File: config.mk
export PLATFORM = sky130hd
export DESIGN_NAME = hpu_intr_arb
export DESIGN_NICKNAME = d
export VERILOG_FILES = /design/src/rtl/hpu_intr_arb.sv
export SDC_FILE = /design/constraint.sdc
export NUM_CORES = 1
export LEC_CHECK = 0
export CORE_MARGIN = 3
export CORE_UTILIZATION = 30
export CTS_CLUSTER_SIZE = 16
export DETAILED_ROUTE_END_ITERATION = 16
export PLACE_DENSITY = 0.65
export SYNTH_ARGS = -nofsm -noshare
export SYNTH_HDL_FRONTEND = slang
export SYNTH_SLANG_ARGS = --single-unit
File: constraint.sdc
create_clock -name clk_i -period 2.4 [get_ports clk_i]
set_input_delay 0.24 -clock clk_i [delete_from_list [all_inputs] [get_ports clk_i]]
set_output_delay 0.24 -clock clk_i [all_outputs]
set_load 0.1 [all_outputs]
File: src/rtl/hpu_intr_arb.sv
// ---------------------------------------------------------------------------
// hpu_intr_arb
//
// Interrupt arbitration stage between the core-local interrupt aggregator and
// the pipeline control / trap logic.
//   * Registers the per-source pending levels (mip layout) and presents the
//     snapshot to the CSR file.
//   * Masks pending bits with mie and mstatus.MIE, picks the single
//     highest-priority source and raises a request to the control unit.
//   * Holds the trap context (busy, cause) until mret retires.
//
// Ports:
//   clk_i                   core clock
//   rst_i                   asynchronous active-low reset
//   clint_ctrl__intr_act_i  per-source pending levels (mip bit positions)
//   csr_intr__mie_i         mie enable mask
//   csr_intr__gie_i         mstatus.MIE
//   csr_intr__dbg_mode_i    debug mode, blocks new requests
//   intr_csr__mip_o         registered pending snapshot for mip reads
//   intr_ctrl__req_o        interrupt request to control
//   intr_ctrl__cause_o      mcause value {1, source index}
//   ctrl_intr__ack_i        control accepted the request (trap taken)
//   ctrl_intr__mret_i       mret retired
//   intr_ctrl__busy_o       high while a request or trap is outstanding
// ---------------------------------------------------------------------------
module hpu_intr_arb #(
    parameter int INTR_WTH  = 32,
    parameter int CAUSE_WTH = 32
) (
    input  logic                 clk_i,
    input  logic                 rst_i,
    input  logic [INTR_WTH-1:0]  clint_ctrl__intr_act_i,
    input  logic [INTR_WTH-1:0]  csr_intr__mie_i,
    input  logic                 csr_intr__gie_i,
    input  logic                 csr_intr__dbg_mode_i,
    output logic [INTR_WTH-1:0]  intr_csr__mip_o,
    output logic                 intr_ctrl__req_o,
    output logic [CAUSE_WTH-1:0] intr_ctrl__cause_o,
    input  logic                 ctrl_intr__ack_i,
    input  logic                 ctrl_intr__mret_i,
    output logic                 intr_ctrl__busy_o
);

    localparam int IDX_W      = $clog2(INTR_WTH);
    localparam int CAUSE_LO_W = CAUSE_WTH - 1;

    typedef enum logic [1:0] {
        ST_IDLE = 2'b00,
        ST_REQ  = 2'b01,
        ST_TRAP = 2'b10
    } state_t;

    // Fixed-priority pick: MEI(11) > MSI(3) > MTI(7) > platform sources
    // 16..INTR_WTH-1 (lowest index first). All other bits are reserved and
    // never selected. Returns {valid, index}.
    function automatic logic [IDX_W:0] pick_source(input logic [INTR_WTH-1:0] cand);
        logic [IDX_W:0] res;
        res = {(IDX_W+1){1'b0}};
        if (cand[11]) begin
            res = {1'b1, IDX_W'(32'd11)};
        end else if (cand[3]) begin
            res = {1'b1, IDX_W'(32'd3)};
        end else if (cand[7]) begin
            res = {1'b1, IDX_W'(32'd7)};
        end else begin
            for (int i = 16; i < INTR_WTH; i++) begin
                if (cand[i] && !res[IDX_W]) begin
                    res = {1'b1, IDX_W'(i)};
                end else begin
                    res = res;
                end
            end
        end
        return res;
    endfunction

    state_t                 state_r;
    logic [INTR_WTH-1:0]    mip_r;
    logic [IDX_W-1:0]       sel_idx_r;
    logic                   req_r;
    logic                   busy_r;
    logic [CAUSE_WTH-1:0]   cause_r;

    logic [INTR_WTH-1:0]    cand_s;
    logic [IDX_W:0]         pick_s;
    logic                   sel_valid_s;
    logic [IDX_W-1:0]       sel_s;
    logic                   elig_s;
    logic                   withdraw_s;

    // Pending snapshot: captured every cycle, in every state.
    always_ff @(posedge clk_i or negedge rst_i) begin
        if (!rst_i) begin
            mip_r <= {INTR_WTH{1'b0}};
        end else begin
            mip_r <= clint_ctrl__intr_act_i;
        end
    end

    // Candidate masking, priority selection and withdrawal detection.
    // Eligibility also requires a selectable source, so a candidate vector
    // holding only reserved bits never produces a request with no valid cause.
    always_comb begin
        cand_s      = mip_r & csr_intr__mie_i;
        pick_s      = pick_source(cand_s);
        sel_valid_s = pick_s[IDX_W];
        sel_s       = pick_s[IDX_W-1:0];
        elig_s      = sel_valid_s & csr_intr__gie_i & ~csr_intr__dbg_mode_i;
        withdraw_s  = ~mip_r[sel_idx_r] | ~csr_intr__mie_i[sel_idx_r] | ~csr_intr__gie_i;
    end

    // Request/trap FSM with registered req, busy and cause outputs.
    always_ff @(posedge clk_i or negedge rst_i) begin
        if (!rst_i) begin
            state_r   <= ST_IDLE;
            sel_idx_r <= {IDX_W{1'b0}};
            req_r     <= 1'b0;
            busy_r    <= 1'b0;
            cause_r   <= {CAUSE_WTH{1'b0}};
        end else begin
            case (state_r)
                ST_IDLE: begin
                    if (elig_s) begin
                        state_r   <= ST_REQ;
                        sel_idx_r <= sel_s;
                        cause_r   <= {1'b1, CAUSE_LO_W'(sel_s)};
                        req_r     <= 1'b1;
                        busy_r    <= 1'b1;
                    end else begin
                        req_r  <= 1'b0;
                        busy_r <= 1'b0;
                    end
                end
                ST_REQ: begin
                    // Ack has priority over a simultaneous withdrawal; a newly
                    // arrived higher-priority source does not preempt.
                    if (ctrl_intr__ack_i) begin
                        state_r <= ST_TRAP;
                        req_r   <= 1'b0;
                        busy_r  <= 1'b1;
                    end else if (withdraw_s) begin
                        state_r <= ST_IDLE;
                        req_r   <= 1'b0;
                        busy_r  <= 1'b0;
                    end else begin
                        req_r  <= 1'b1;
                        busy_r <= 1'b1;
                    end
                end
                ST_TRAP: begin
                    req_r <= 1'b0;
                    if (ctrl_intr__mret_i) begin
                        state_r <= ST_IDLE;
                        busy_r  <= 1'b0;
                    end else begin
                        busy_r <= 1'b1;
                    end
                end
                default: begin
                    state_r <= ST_IDLE;
                    req_r   <= 1'b0;
                    busy_r  <= 1'b0;
                end
            endcase
        end
    end

    assign intr_csr__mip_o    = mip_r;
    assign intr_ctrl__req_o   = req_r;
    assign intr_ctrl__busy_o  = busy_r;
    assign intr_ctrl__cause_o = cause_r;

endmodule

Yosys cells after proc, flatten, opt, wreduce, memory -nomap -nowiden
Cells that the tools add are included.
{"block": "word_totals", "regBits": 47}
{"block": "op_classes", "bitwise_logic": 9, "n_reduce_logical": 33, "n_eq_ne": 5, "n_mux": 80, "magnitude_cmp": 1}
{"cell": "$mux W6", "count": 64}
{"cell": "$and A32 B32 Y32", "count": 1}
{"cell": "$logic_and A1 B1 Y1", "count": 15}
{"cell": "$logic_not A1 Y1", "count": 15}
{"cell": "$bmux W1 S5", "count": 2}
{"cell": "$mux W2", "count": 4}
{"cell": "$mux W1", "count": 7}
{"cell": "$lt A5 B6 Y1 const B", "count": 1}
{"cell": "$pmux W2 S3", "count": 1}
{"cell": "$ne A2 B2 Y1 const B", "count": 2}
{"cell": "$not A1 Y1", "count": 4}
{"cell": "$ne A3 B3 Y1 const B", "count": 1}
{"cell": "$pmux W1 S3", "count": 1}
{"cell": "$reduce_and A3 Y1", "count": 1}
{"cell": "$and A1 B1 Y1", "count": 2}
{"cell": "$eq A2 B1 Y1 const B", "count": 1}
{"cell": "$eq A2 B2 Y1 const B", "count": 1}
{"cell": "$logic_not A2 Y1", "count": 1}
{"cell": "$or A1 B1 Y1", "count": 2}
{"cell": "$pmux W1 S2", "count": 1}
{"cell": "$reduce_and A2 Y1", "count": 1}

Depth between registers and ports, before layout
Gate-level depths: netlist of run 1.
{"block": "logic_depth", "word_depth": 99, "ltp_mapped": 7}

Worst setup path before layout of run 1
OpenSTA, ideal clock, no wires.
{"block": "synth_timing", "kind": "register -> register", "from": "register sel_idx_r[2]", "to": "register req_r, in the netlist intr_ctrl__req_o", "period_less_slack_ns": 2.383, "path_slack_ns": 0.017, "setup_time_ns": 0.090, "arrival_ns": 2.293, "path_stages_with_launch": 7, "path_cell_list": "dfrtp_1 -> clkbuf_8 -> nor3b_2 -> a32oi_2 -> o211ai_1 -> or4_4 -> o221ai_1"}
{"block": "synth_via", "elab_chain_cells": 8, "word_cells_on_any_way": 11}
{"item": "start: declaration", "line": "79", "text": "logic [IDX_W-1:0] sel_idx_r;"}
{"item": "start signal: assignment", "line": "116", "text": "sel_idx_r <= {IDX_W{1'b0}};"}
{"item": "start signal: assignment", "line": "125", "text": "sel_idx_r <= sel_s;"}
{"item": "$bmux W1 S5", "line": "109", "text": "withdraw_s = ~mip_r[sel_idx_r] | ~csr_intr__mie_i[sel_idx_r] | ~csr_intr__gie_i;"}
{"item": "$mux W1 (implied by the code)", "line": "109"}
{"item": "$not A1 Y1", "line": "109"}
{"item": "$or A1 B1 Y1 * (2 in a row)", "line": "109"}
{"item": "$mux W1 *", "line": "141", "text": "end else if (withdraw_s) begin"}
{"item": "$mux W1 *", "line": "137", "text": "if (ctrl_intr__ack_i) begin"}
{"item": "$pmux W1 S2 *", "line": "121", "text": "case (state_r)"}
{"item": "end signal: assignment", "line": "139", "text": "req_r <= 1'b0;"}
{"item": "end signal: assignment", "line": "143", "text": "req_r <= 1'b0;"}
{"item": "end signal: assignment", "line": "146", "text": "req_r <= 1'b1;"}
{"item": "end: declaration", "line": "80", "text": "logic req_r;"}
Mark *: on every way between the ends. The rest lies on a longest branch, timed or not. The select of a mux whose other input is x is not followed.
A chain may end at the register's enable or synchronous reset.

Final worst setup path of run 1
{"block": "layout_timing", "from": "register sel_idx_r[2]", "to": "register state_r[0]"}
{"block": "layout_via", "elab_chain_cells": 7, "word_cells_on_any_way": 10}
{"item": "$bmux W1 S5", "line": "109"}
{"item": "$mux W1 (implied by the code)", "line": "109"}
{"item": "$not A1 Y1", "line": "109"}
{"item": "$or A1 B1 Y1 * (2 in a row)", "line": "109"}
{"item": "$ne A3 B3 Y1 (no line) *"}
{"item": "$reduce_and A3 Y1 (no line) *"}
{"item": "end signal: assignment", "line": "115", "text": "state_r <= ST_IDLE;"}
{"item": "end signal: assignment", "line": "124", "text": "state_r <= ST_REQ;"}
{"item": "end signal: assignment", "line": "138", "text": "state_r <= ST_TRAP;"}
{"item": "end: declaration", "line": "77", "text": "state_t state_r;"}
Marks and branches as above.

==> results of run 1 <==
-- synth_stat cells, types with 2 or more instances --
master | n | share of area (%)
nand4_1 | 7 | 2.1
a22o_1 | 2 | 0.83
nand2_1 | 33 | 5.9
nand3_1 | 13 | 3.1
a21boi_0 | 2 | 0.71
and2_1 | 2 | 0.59
nor2_1 | 6 | 1.1
buf_4 | 26 | 9.3
dfrtp_1 | 42 | 50
o221ai_1 | 2 | 0.83
nand3b_1 | 6 | 2.1
o211ai_1 | 5 | 1.8
clkbuf_8 | 2 | 1.3
o2111ai_1 | 2 | 0.83
mux4_2 | 3 | 3.2
o21ai_0 | 3 | 0.71
a21oi_1 | 4 | 0.95
a22oi_1 | 6 | 2.1
-- worst max-delay path, stage by stage, from the launching register on --
cell	delay, ns
dfrtp_1	0.66
nor3b_2	0.12
a32oi_2	0.18
o211ai_1	0.10
or4_4	0.56
o221ai_1	0.18
-- path summary, 6_finish.rpt --
| path | endpoint | slack (ns) | depth (start not counted) |
|---|---|---|---|
| setup / recovery | state_r[0] | 0.51 | 5 |
| hold / removal | intr_csr__mip_o[25] | 0.1 | 1 |
| setup reg to reg | state_r[0] | 0.51 | 5 |
| hold reg to reg | intr_ctrl__cause_o[31] | 0.47 | 1 |
| max in group asynchronous | sel_idx_r[1] | 1.71 | 1 |
| min in group clk_i | intr_csr__mip_o[26] | 0.37 | 1 |
-- cell usage in the layout, fill, tap and decap left out, types with 2 or more instances in the layout --
cell type / n
nand4_1: 7
o221ai_1: 2
o21ai_0: 3
and2_1: 2
mux4_2: 3
a22oi_1: 6
conb_1: 26
a21oi_1: 4
nand3b_1: 6
a21boi_0: 2
dfrtp_1: 42
nor2_1: 6
nand2_1: 33
a22o_1: 2
nand3_1: 13
clkdlybuf4s50_1: 68
clkbuf_8: 6
buf_4: 41
o2111ai_1: 2
o211ai_1: 5
-- metal layers --
metal | wire length, um | global-route usage (%)
met5 | 0 | 0
met2 | 2700 | 23.6
met1 | 2630 | 19.3
met4 | 102 | 4.72
met3 | 522 | 4.51
-- sequential cells by signal, indices dropped and copies added (netlist names) --
signal and cells:
intr_ctrl__cause_o 2, intr_csr__mip_o 32, intr_ctrl__busy_o 1, sel_idx_r 4, state_r 2, intr_ctrl__req_o 1
-- power by group through the flow --
stage	clock, uW	sequential (uW)	combinational, uW
finish	479	849	1120
global route	519	864	1170
CTS	492	850	1130
detailed placement	0	864	1120
global placement	0	863	1120
floorplan	0	1250	479
-- stage by stage --
step,cell area (um^2),std cells,hold slack [ns]
detailed placement,3080,391,0.445
global placement,3080,391,0.440
floorplan,2200,217,-0.0556
global route,3170,399,0.172
CTS,3170,399,0.119
finish,3170,399,0.0968
-- layout make-up --
class	count	area, um^2	area share, %
clock buffers	7	86.3	2.72
repair buffers	110	993	31.3
well taps	93	116	3.67
multi-input cells	145	915	28.8
inverters	1	3.75	0.118
flip-flops and latches	42	1050	33.1
clock inverters	1	5.00	0.158
-- cells by family after synthesis --
logic type	after synthesis	share of synthesized area (%)
DFF	42	49.8
other	1	0.178
muxes	4	4.45
AOI/OAI and AO/OA	37	14.2
buffers and inverters	30	11.3
and+or+nand+nor	78	20.0
==> impl_metrics.tcl, run 1 <==
set metrics [dict create \
    status "completed" \
    cts_htree_levels 2 \
    finalCritPeriodShare_pct 78.8 \
    vias_per_cell 4.62 \
    synth-edff-count 0 \
    drt_iter0_drc 96 \
    final_nets 375 \
    setup.worst_path.start "sel_idx_r[2]" \
    clkLatencyLatePin_ns 0.29 \
    p_int_uw 1310 \
    fillers 606 \
    fp-row-count 29 \
    switching_share_pct 46.5 \
    timing.final.max_slew_violations 0 \
    syn_avg_cell_area_um2 11.0 \
    setup_violations 0 \
    io_pins 136 \
    relSlewSlack_pct 35.9 \
    die_y_um 89.9 \
    combPwrFrac_pct 45.7 \
    power_uw 2450 \
    die_area_mm2 0.00807 \
    cts_tree "done" \
    grt_pass1_vias 1845 \
    synth_warnings 0 \
    tns_ns 0 \
    drc 0 \
    crit_fanout 12 \
    maxCapViolations 0 \
    critPathLaunchType "flop" \
    cts_resized 0 \
    p_clk_share_pct 19.6 \
    antenna_found_initial 0 \
    fin_skew_ns 0.00683 \
    fmax_mhz 529 \
    period_needed_ns 1.89 \
    portBuffers 109 \
    drive_gt1_share_pct 19.6 \
    worstPathRequired_ns 2.61 \
    rsz0062_at_grt "no" \
    synth-seq-cells 42 \
    core-area_mm2 0.00657 \
    syn_area_mm2 0.00211 \
    synth.distinct_cells 44 \
    netlist_instances 192 \
    crit_type "flop to flop" \
    fin_util_pct 48.3 \
    p_leak_uw 0.00137 \
    cp.arrival_ns 2.10 \
    clockBufferDepth 2 \
    numCtsBuffers 5 \
    hpwl_um 4790 \
    grt-ovfl-total 0 \
    grt_pass1_wl_um 9480 \
    vias 1844 \
    first_pass_iters 4 \
    p_sw_uw 1140 \
    powerDensity_mw_per_mm2 772 \
    grt_usage_pct 14.8 \
    die_x_um 89.9 \
    clkSinkCount 42 \
    routedWlPerCell_um 14.9 \
    grt_max_degree 43 \
    async_reset_ff_share_pct 100 \
    synth_flop_cell "dfrtp_1" \
    syn_to_final_growth_pct 50.3 \
    cts-hold-fix-buffers 0 \
    hold_path_class "primary input to asynchronous set/reset pin" \
    globalplace.congestion 0.807 \
    insertedDiodeCount 0 \
    reg2reg_from "sel_idx_r[2]" \
    cts_root_buf "clkbuf_8" \
    finalWorstSetupSlack_ns 0.509 \
    yosysSeqAreaShare_pct 49.8 \
    p_seq_share_pct 34.7 \
    finalHoldViolCount 0 \
    ant_nets 0 \
    finalWirelength_um 5960 \
    pre_cts_slack_ns 0.244 \
    worstSetupEndpointType "flop" \
    worst_slew_pin_slew_ns 0.962 \
    path_clk_slew_ns 0.08 \
    cts_setup_buffers 0 \
    initial_core_util_pct 32.1 \
    worst_ir_drop_vdd_mv 0.376 \
]
No activity file was read; power rests on OpenSTA's default activity.
==> inputs of run 2 (changes only) <==
Settings changed: PLACE_DENSITY 0.65 to 0.68.
Clock period 2.4 ns to 1.65 ns, I/O delays scaled along.
==> impl_metrics.tcl, run 2 (synthesis gave the netlist of run 1 again) <==
set metrics [dict create \
    maxCapViolations 0 \
    cts_tree "done" \
    finalWorstSetupSlack_ns -0.182 \
    grt_usage_pct 16.8 \
    antenna_found_initial 0 \
    drc 0 \
    grt_max_degree 20 \
    worstPathRequired_ns 1.86 \
    highest_layer "met4" \
    combPwrFrac_pct 53.0 \
    die_y_um 89.9 \
    fp-row-count 29 \
    clkSinkCount 42 \
    worst_ir_drop_vdd_mv 0.563 \
    powerDensity_mw_per_mm2 983 \
    mostFrequentLayoutCell "clkdlybuf4s50_1" \
    core-area_mm2 0.00657 \
    routedWlPerCell_um 15.3 \
    clkLatencyLatePin_ns 0.30 \
    violations "setup timing" \
    cts_root_buf "clkbuf_8" \
    vias 2125 \
    fin_util_pct 63.9 \
    setup.worst_path.start "sel_idx_r[0]" \
    crit_fanout 4 \
    fillers 526 \
    route.met2.wl_um 3530 \
    switching_share_pct 43.2 \
    met3_length_um 629 \
    first_pass_iters 4 \
    crit_type "flop to flop" \
    fin_skew_ns 0.00640 \
    status "finished, violations left" \
    io_pins 136 \
    period_needed_ns 1.83 \
    globalplace.congestion 0.827 \
    p_int_uw 2340 \
    drive_gt1_share_pct 42.5 \
    syn_to_final_growth_pct 98.9 \
    p_seq_share_pct 30.0 \
    wl_met1_um 2660 \
    finalCritPeriodShare_pct 111 \
    hpwl_um 5820 \
    fmax_mhz 546 \
    critPathLaunchType "flop" \
    power_uw 4130 \
    rsz0062_at_grt "yes" \
    finalHoldViolCount 0 \
    cp.arrival_ns 2.04 \
    p_clk_share_pct 16.9 \
    grt_pass1_vias 2244 \
    worstSetupEndpointType "flop" \
    final_cell_mix "68 x clkdlybuf4s50_1, 49 x buf_4, 40 x buf_12" \
    final_nets 427 \
    portBuffers 109 \
    pre_cts_slack_ns -0.276 \
    cts_htree_levels 2 \
    die_x_um 89.9 \
    p_leak_uw 0.00178 \
    timing.final.max_slew_violations 0 \
    reg2reg_from "sel_idx_r[0]" \
    drt_iter0_drc 95 \
    die_area_mm2 0.00807 \
    numCtsBuffers 5 \
    setup_violations 9 \
    path_clk_slew_ns 0.08 \
    hold_path_class "primary input to flop" \
    largest_reg_flops 32 \
    insertedDiodeCount 0 \
    finalWirelength_um 6890 \
    ant_nets 0 \
    clockBufferDepth 2 \
    hold_path_startpoint "clint_ctrl__intr_act_i[7]" \
    grt-ovfl-total 0 \
    initial_core_util_pct 32.1 \
    p_sw_uw 1780 \
    vias_per_cell 4.71 \
    grt_pass1_wl_um 11100 \
]
-- run 2: what timing repair did --
action | CTS | global route
hold endpoints to repair | 17 | 0
pin swaps | 6 | 4
hold buffers | 1 | 0
setup buffers | 0 | 3
resized for setup | 1 | 2
endpoints found under the setup margin | 8 | 9
-- run 2: power by group through the flow --
stage | logic [uW] | clock network (uW) | registers, uW
floorplan | 712 | 0 | 1840
global placement | 2150 | 0 | 1250
detailed placement | 2170 | 0 | 1260
CTS | 2180 | 721 | 1240
global route | 2270 | 759 | 1250
finish | 2190 | 699 | 1240
-- run 2: layer usage --
layer	track usage (%)	up-vias
li1	-	993
met2	29.4	112
met4	4.21	0
met3	5.18	11
met5	0	-
met1	20.1	1009
-- run 2: metrics by stage --
step	hold WS, ns	area (um^2)	std cells	setup TNS (ns)
2_1_floorplan	-0.131	2320	217	-1.29
3_3_place_gp	0.124	4060	439	-1.34
3_5_place_dp	0.125	4060	439	-1.89
4_1_cts	0.288	4170	448	-0.696
5_1_grt	0.288	4200	451	-1.43
6_report	0.292	4200	451	-0.764
-- run 2: final cells by class --
type | count | area [um^2] | area share, %
clock inverters | 1 | 5.00 | 0.119
clock buffers | 7 | 86.3 | 2.06
repair buffers | 162 | 1900 | 45.2
flip-flops and latches | 42 | 1110 | 26.5
well taps | 93 | 116 | 2.77
inverters | 1 | 3.75 | 0.0894
multi-input cells | 145 | 973 | 23.2
-- run 2: worst paths after layout --
| kind | depth (start not counted) | slack, ns | to |
|---|---|---|---|
| hold reg to reg | 1 | 0.56 | intr_ctrl__cause_o[31] |
| max in group asynchronous | 3 | 0.75 | intr_csr__mip_o[8] |
| hold / removal | 1 | 0.29 | intr_csr__mip_o[7] |
| setup / recovery | 5 | -0.18 | intr_ctrl__req_o |
| setup reg to reg | 5 | -0.18 | intr_ctrl__req_o |
| min in group asynchronous | 2 | 0.32 | intr_csr__mip_o[7] |
-- run 2: critical path, cell delays in order, from the launching register on --
cell,delay [ns]
dfrtp_4,0.51
nand3b_1,0.21
a32oi_2,0.18
o211ai_1,0.11
or4_4,0.55
o221ai_2,0.18
==> inputs of run 3 (changes only) <==
Settings changed: PLACE_DENSITY 0.68 to 0.65.
Clock period 1.65 ns to 2.03 ns, I/O delays scaled along.
==> impl_metrics.tcl, run 3 (synthesis gave the netlist of run 1 again) <==
set metrics [dict create \
    status "finished, violations left" \
    violations "hold timing" \
    hold_path_class "primary input to asynchronous set/reset pin" \
    die_area_mm2 0.00807 \
    powerDensity_mw_per_mm2 928 \
    rsz0062_at_grt "no" \
    final_cell_mix "68 x clkdlybuf4s50_1, 48 x buf_4, 33 x nand2_1" \
    post-place-cells 398 \
    crit_fanout 9 \
    rr_worst_depth 5 \
    clockBufferDepth 2 \
    drive_gt1_share_pct 28.8 \
    insertedDiodeCount 0 \
    timing.final.max_slew_violations 0 \
    r2r_end "state_r[0]" \
    grt_pass1_wl_um 9900 \
    drc 0 \
    numCtsBuffers 5 \
    multi_input_area_um2 915 \
    worstPathRequired_ns 2.24 \
    finalHoldViolCount 33 \
    p_leak_uw 0.00138 \
    maxCapViolations 0 \
    path_clk_slew_ns 0.09 \
    worst_slew_pin_slew_ns 0.801 \
    worst_ir_drop_vdd_mv 0.310 \
    rrSetupSlack_ns 0.20 \
    syn_to_final_growth_pct 55.3 \
    finalWirelength_um 6080 \
    worstSetupEndpointType "flop" \
    fmax_mhz 546 \
    routedWlPerCell_um 15.0 \
    reg2reg_from "sel_idx_r[3]" \
    final_nets 382 \
    critPathLaunchType "flop" \
    finalCritPeriodShare_pct 90.2 \
    holdWs_ns -0.0134 \
    clkSinkCount 42 \
    die_x_um 89.9 \
    grt_pass1_vias 1992 \
    tns_ns 0 \
    first_pass_iters 4 \
    cts-hold-fix-buffers 0 \
    largest_reg_flops 32 \
    globalplace.congestion 0.873 \
    cts_htree_levels 2 \
    io_pins 136 \
    grt-ovfl-total 0 \
    finalWorstSetupSlack_ns 0.198 \
    vias_per_cell 4.74 \
    initial_core_util_pct 32.1 \
    cts_setup_buffers 0 \
    ant_nets 0 \
    core-area_mm2 0.00657 \
    hpwl_um 4940 \
    cp.arrival_ns 2.05 \
    fin_skew_ns 0.00712 \
    crit_type "flop to flop" \
    clkLatencyLatePin_ns 0.30 \
    seqCellArea_mm2 0.00108 \
    portBuffers 109 \
    cts_root_buf "clkbuf_8" \
    cts_resized 0 \
    mostFrequentLayoutCell "clkdlybuf4s50_1" \
    fin_cells 406 \
    period_needed_ns 1.83 \
    die_y_um 89.9 \
    cts_tree "done" \
    antenna_found_initial 0 \
    grt_usage_pct 15.2 \
    vias 1925 \
    fp-row-count 29 \
    grt_max_degree 36 \
    setup_violations 0 \
    pre_cts_slack_ns 0.0292 \
    fillers 618 \
    relSlewSlack_pct 46.6 \
    drt_iter0_drc 127 \
]
==> run 3: worst max-delay path by stage <==
stage,start,end,slack (ns),cells after the start
2_1_floorplan,intr_csr__mip_o[31],intr_ctrl__req_o,0.01,5
3_3_place_gp,csr_intr__mie_i[18],sel_idx_r[2],0.04,5
3_5_place_dp,csr_intr__mie_i[19],sel_idx_r[2],0.03,5
4_1_cts,sel_idx_r[3],intr_ctrl__req_o,0.21,5
5_1_grt,intr_csr__mip_o[24],sel_idx_r[2],0.11,4
6_report,sel_idx_r[3],state_r[0],0.20,5
==> run 3: through the flow <==
step | total power [uW] | area (um^2) | util, %
final | 3040 | 3280 | 49.9
after global routing | 3180 | 3280 | 49.9
after CTS | 3070 | 3280 | 49.9
after detailed placement | 2380 | 3160 | 48.1
after global placement | 2370 | 3160 | 48.1
after floorplan | 2050 | 2230 | -
==> run 3: layer usage <==
metal  global-route usage, %  part of all wire, %
met4                    4.21                  1.2
met5                       0                    0
met1                    19.7                   42
met2                    24.5                   47
met3                    5.01                  9.6
==> run 3: cell type report <==
type / instances / area share [%]
repair buffers: 117 / 31.9
inverters: 1 / 0.115
clock inverters: 3 / 1.38
multi-input cells: 145 / 27.9
flip-flops and latches: 42 / 33.0
well taps: 93 / 3.55
clock buffers: 5 / 2.10
==> run 3: power breakdown <==
group	internal, uW	switching (uW)	total (uW)
Sequential	917	95.4	1010
Combinational	382	969	1350
Clock	366	308	674
Total	1670	1370	3040
==> run 3: worst max-delay path, cell delays in order, from the launching register on <==
cell,delay (ns)
dfrtp_2,0.49
and2_4,0.21
a32oi_2,0.19
o211ai_1,0.10
or4_4,0.56
o221ai_1,0.19
